$ cat src/rtl/loop_ctrl_fsm_pkg.sv
// Shared constants for the CA1 loop controller: state encoding and default index width.
package loop_ctrl_fsm_pkg;

    localparam int CNT_W_DEFAULT  = 3;
    localparam int ITER_W_DEFAULT = 4;

    localparam logic [2:0] S_IDLE  = 3'd0;
    localparam logic [2:0] S_INIT  = 3'd1;
    localparam logic [2:0] S_ISSUE = 3'd2;
    localparam logic [2:0] S_STEP  = 3'd3;
    localparam logic [2:0] S_DONE  = 3'd4;

endpackage

$ cat src/rtl/loop_ctrl_fsm.sv
// Loop controller driving the CA1 index counter: one req/ack operation per index from start_index up to all-ones.
//
// state | meaning
// IDLE  | waiting for start; all strobes low
// INIT  | load start_index into the counter
// ISSUE | op_req high until op_ack; carry decides DONE or STEP
// STEP  | one-cycle increment of the counter
// DONE  | one-cycle done pulse, then back to IDLE
module loop_ctrl_fsm
    import loop_ctrl_fsm_pkg::*;
#(
    parameter int CNT_W  = CNT_W_DEFAULT,
    parameter int ITER_W = ITER_W_DEFAULT
) (
    input  logic              i_clk,
    input  logic              i_reset,
    input  logic              i_start,
    input  logic              i_abort,
    input  logic [CNT_W-1:0]  i_start_index,
    input  logic              i_cnt_carry,
    input  logic              i_op_ack,
    output logic              o_cnt_ld,
    output logic              o_cnt_inc,
    output logic [CNT_W-1:0]  o_cnt_data,
    output logic              o_op_req,
    output logic              o_busy,
    output logic              o_done,
    output logic [ITER_W-1:0] o_iter_cnt
);

    logic [2:0]        r_state;
    logic [2:0]        w_next_state;
    logic [CNT_W-1:0]  r_cnt_data;
    logic [ITER_W-1:0] r_iter_cnt;
    logic              w_launch;
    logic              w_op_accept;

    assign w_launch    = (r_state == S_IDLE) && i_start;
    // An abort on the same cycle as the ack wins, so that operation is not counted.
    assign w_op_accept = (r_state == S_ISSUE) && i_op_ack && !i_abort;

    always_ff @(posedge i_clk or negedge i_reset) begin
        if (!i_reset) begin
            r_state <= S_IDLE;
        end else begin
            r_state <= w_next_state;
        end
    end

    always_comb begin
        w_next_state = r_state;
        case (r_state)
            S_IDLE: begin
                if (i_start) begin
                    w_next_state = S_INIT;
                end
            end
            S_INIT: begin
                w_next_state = i_abort ? S_IDLE : S_ISSUE;
            end
            S_ISSUE: begin
                if (i_abort) begin
                    w_next_state = S_IDLE;
                end else if (i_op_ack) begin
                    w_next_state = i_cnt_carry ? S_DONE : S_STEP;
                end
            end
            S_STEP: begin
                w_next_state = i_abort ? S_IDLE : S_ISSUE;
            end
            S_DONE: begin
                w_next_state = S_IDLE;
            end
            default: begin
                w_next_state = S_IDLE;
            end
        endcase
    end

    always_comb begin
        o_cnt_ld  = 1'b0;
        o_cnt_inc = 1'b0;
        o_op_req  = 1'b0;
        o_busy    = 1'b0;
        o_done    = 1'b0;
        case (r_state)
            S_INIT: begin
                o_cnt_ld = 1'b1;
                o_busy   = 1'b1;
            end
            S_ISSUE: begin
                o_op_req = 1'b1;
                o_busy   = 1'b1;
            end
            S_STEP: begin
                o_cnt_inc = 1'b1;
                o_busy    = 1'b1;
            end
            S_DONE: begin
                o_done = 1'b1;
            end
            default: begin
                o_busy = 1'b0;
            end
        endcase
    end

    // Load value and iteration count are cleared by reset so a mid-loop reset leaves a clean view.
    always_ff @(posedge i_clk or negedge i_reset) begin
        if (!i_reset) begin
            r_cnt_data <= '0;
            r_iter_cnt <= '0;
        end else if (w_launch) begin
            r_cnt_data <= i_start_index;
            r_iter_cnt <= '0;
        end else if (w_op_accept) begin
            r_iter_cnt <= r_iter_cnt + ITER_W'(1);
        end
    end

    assign o_cnt_data = r_cnt_data;
    assign o_iter_cnt = r_iter_cnt;

endmodule

$ cat config.mk
export PLATFORM = sky130hd
export DESIGN_NAME = loop_ctrl_fsm
export DESIGN_NICKNAME = d
export VERILOG_FILES = /design/src/rtl/loop_ctrl_fsm_pkg.sv /design/src/rtl/loop_ctrl_fsm.sv
export SDC_FILE = /design/constraint.sdc
export NUM_CORES = 1
export LEC_CHECK = 0
export ABC_AREA = 0
export CAP_MARGIN = 40
export CELL_PAD_IN_SITES_DETAIL_PLACEMENT = 1
export CELL_PAD_IN_SITES_GLOBAL_PLACEMENT = 2
export CORE_MARGIN = 2
export CORE_UTILIZATION = 25
export CTS_BUF_LIST = sky130_fd_sc_hd__clkbuf_2
export CTS_CLUSTER_SIZE = 20
export DETAILED_ROUTE_END_ITERATION = 10
export PLACE_DENSITY_LB_ADDON = 0.1
export SKIP_LAST_GASP = 1
export SLEW_MARGIN = 20
export SYNTH_ARGS = -nofsm -noshare
export SYNTH_HDL_FRONTEND = slang
export SYNTH_SLANG_ARGS = --single-unit
$ cat constraint.sdc
create_clock -name i_clk -period 2.2 [get_ports i_clk]
set_input_delay 0.55 -clock i_clk [delete_from_list [all_inputs] [get_ports i_clk]]
set_output_delay 0.55 -clock i_clk [all_outputs]
set_load 0.005 [all_outputs]
==> impl_metrics.toml <==
[floorplanning]
fp-row-count = 16
count_of_boundary_i_o_pins = 21
core_area_mm2 = 0.00200
fp.dieArea_mm2 = 0.00253
chipHeight_um = 50.3
start_util_pct = 26.8
die_w_um = 50.3

[logic_synthesis]
avgSynthCellArea_um2 = 9.10
synth_compound_gate_area_share_pct = 12.8
ys_top_cells_by_area = "sky130_fd_sc_hd__dfrtp_1 47%, sky130_fd_sc_hd__nand2_1 7.7%, sky130_fd_sc_hd__nor2_1 4.2%, sky130_fd_sc_hd__or4b_1 3.7%, sky130_fd_sc_hd__nor4b_1 3.3%"
synth_xor_area_share_pct = 0
synthMuxAreaShare_pct = 1.86
yosysWarnings = 0
synth.cell_area_um2 = 537
yosys.cell_types.count = 25
synth_top_cell_area_share_pct = 46.6
yosys_reg_bits = 10
synth_simple_gate_area_share_pct = 31.0
postSynthCellCount = 59
synth.yosys.seq_area_share_pct = 46.6
largest_family_of_logic_cells_by_synthesized_area = "simple AND/OR/NAND/NOR gates"
synth_fa_ha_area_share_pct = 2.33
synthesis.nets = 69
post-synth-top-area-cell = "sky130_fd_sc_hd__dfrtp_1"

[layout]
mostFrequentLayoutCells = "20 x sky130_fd_sc_hd__clkdlybuf4s50_1, 11 x sky130_fd_sc_hd__nand2_1, 10 x sky130_fd_sc_hd__dfrtp_1, 6 x sky130_fd_sc_hd__nor2_1, 6 x sky130_fd_sc_hd__buf_4"
design.final.nets = 96
proportion_of_layout_cells_with_a_drive_suffix_above_1_pct = 10.6
syn_to_final_growth_pct = 50.8
num-fill-cells = 241
finish.instance_area_um2 = 810
final_cell_count_no_fill = 112
layout_commonest_cell = "sky130_fd_sc_hd__clkdlybuf4s50_1"
insertedDiodeCount = 0

[clocking]
worst_setup_hold_path_clk_slew_ns = 0.12
cts_hold_buffers = 0
cts_inserted_buffers = 3
clock_latency_of_the_later_clocked_register_in_the_worst_skew_pair_ns = 0.26
post_cts_buffers = 0
cts_max_level = 1
clkSinkCount = 10
clock_root_buffer_master = "sky130_fd_sc_hd__clkbuf_2"
cts_resized = 0
tritoncts = "done"
clockBufferDepth = 2

[routing]
vias_per_cell = 4.70
num_vias = 526
total_length_of_routed_wires_mm = 1.50
drt-pass1-iter-count = 4
wire_per_inst_um = 13.4
1st_iter_drt_viols = 10
antenna_left = 0
drc = 0

[timing]
final.setup_skew_ns = 0.0171
setup-violations-final = 0
totalNegativeSetupSlack_ns = 0
timing.final.crit_period_ns = 2.09
rsz_0062_raised_after_global_routing = "false"
final-max-slew-violation-count = 0
relSlewSlack_pct = 66.3
layout_worst_path_cycle_share_pct = 95.2
worst_pin_slew_ns = 0.504
final-hold-violation-count = 0
tightest_hold_margin_ns = 0.484
max_clock_freq_mhz = 478

[grt]
grt_first_pass_wirelength_mm = 2.46
grt_start_max_net_pins = 12
grt_residual_overflow = 0
track_usage_pct = 13.2
antenna_found_initial = 0
via_count_of_the_first_global_routing_pass = 496

[worst_setup_path]
worst_path_max_fanout = 11
cpMaxStageDelayCell = "sky130_fd_sc_hd__dfrtp_1"
largest_stage_delay_worst_path_ns = 0.50
worst_setup_path_end_kind = "output pin"
critical_path_class = "register to output pin"
timing.critical_path.from_type = "register"
worstPathCellList = "nor2_1 > and2_1 > clkdlybuf4s50_1"
cp_data_required_time_ns = 1.65
r2r.worst_path.cells = 3
arrival_ns = 1.54

[min_path]
hold-path-cell-count = 2
hold_class = "register to register"

[placed_design]
dp_hpwl_mm = 1.14
dp.cells = 108
routabilityCongestion = 0.794
portBuffers = 20
detailed_place.area_um2 = 791

[power_and_ir_drop]
power.ir.vdd_worst_v = 0.000444
finalPower_uw = 586
power_per_cell_area_mw_per_mm2 = 723
power.leakage_nw = 0.360

[status]
outcome = "finished, final reports clean"

[job]
drv_cap = 0
==> cells by family (layout without fill, tap and decap cells) <==
group	after synthesis	after routing
and+or+nand+nor	31	31
AOI/OAI and AO/OA	11	11
adders and majority gates	1	1
DFF	10	10
buffers and inverters	5	31
muxes	1	1
==> registers in the layout (all words and copies together), names as in the netlist <==
| name | flops |
|---|---|
| o_cnt_data | 3 |
| o_iter_cnt | 4 |
| r_state | 3 |
==> per-stage QoR <==
step	utilization [%]	setup slack (ns)
after floorplan	-	0.350
after global placement	39.5	0.0161
after detailed placement	39.5	-0.0110
after CTS	40.4	0.0860
after global routing	40.4	0.0122
final	40.4	0.106
==> synth_stat cells <==
cell type / n
sky130_fd_sc_hd__or4b_1: 2
sky130_fd_sc_hd__and2_1: 2
sky130_fd_sc_hd__buf_2: 2
sky130_fd_sc_hd__o21ai_1: 1
sky130_fd_sc_hd__nor3b_1: 2
sky130_fd_sc_hd__o21ai_0: 2
sky130_fd_sc_hd__nor2b_1: 1
sky130_fd_sc_hd__nor2_1: 6
sky130_fd_sc_hd__or4_1: 1
sky130_fd_sc_hd__dfrtp_1: 10
sky130_fd_sc_hd__a21oi_1: 2
sky130_fd_sc_hd__nand2_1: 11
sky130_fd_sc_hd__a21boi_1: 1
sky130_fd_sc_hd__clkbuf_1: 1
sky130_fd_sc_hd__o21a_1: 1
sky130_fd_sc_hd__inv_1: 1
sky130_fd_sc_hd__o211ai_1: 1
sky130_fd_sc_hd__o31ai_1: 2
sky130_fd_sc_hd__mux2i_1: 1
sky130_fd_sc_hd__nand3_1: 3
sky130_fd_sc_hd__buf_6: 1
sky130_fd_sc_hd__ha_1: 1
sky130_fd_sc_hd__nor4b_1: 2
sky130_fd_sc_hd__and3b_1: 1
sky130_fd_sc_hd__o22ai_1: 1
==> worst paths after layout <==
| path | start | endpoint | slack, ns |
|---|---|---|---|
| max in group asynchronous | i_reset | o_cnt_data[1] | 1.23 |
| min | o_cnt_data[1] | o_cnt_data[1] | 0.48 |
| max | r_state[1] | o_done | 0.11 |
| min in group asynchronous | i_reset | o_iter_cnt[3] | 0.61 |
| max reg2reg | r_state[2] | o_iter_cnt[3] | 0.46 |
| min reg2reg | o_cnt_data[1] | o_cnt_data[1] | 0.48 |
==> power breakdown <==
group	switching (mW)	leakage, nW	internal (mW)
Clock	0.0657	0.0140	0.0395
Combinational	0.0874	0.214	0.136
Sequential	0.0385	0.132	0.218
==> area by class of cell <==
type                    count  area (um2)  area share, %
clock inverters             1        3.75          0.464
well taps                  27        33.8           4.17
repair buffers             26         245           30.3
flip-flops and latches     10         250           30.9
inverters                   1        3.75          0.464
clock buffers               3        15.0           1.85
multi-input cells          44         258           31.8
==> worst max-delay path: cells and delay by family (launching register included) <==
kind / cells / cell delay (ns)
buf+inv: 1 / 0.49
flops: 1 / 0.50
simple gates: 2 / 0.29
==> per-layer routing <==
layer | track usage [%] | vias to the layer above | part of all wire (%)
met1 | 15.8 | 250 | 46
met4 | 1.35 | 0 | 0
li1 | - | 258 | -
met5 | 0 | - | 0
met3 | 6.25 | 0 | 6.7
met2 | 22.4 | 18 | 48
Note: power is estimated with default switching activity, not from simulation.
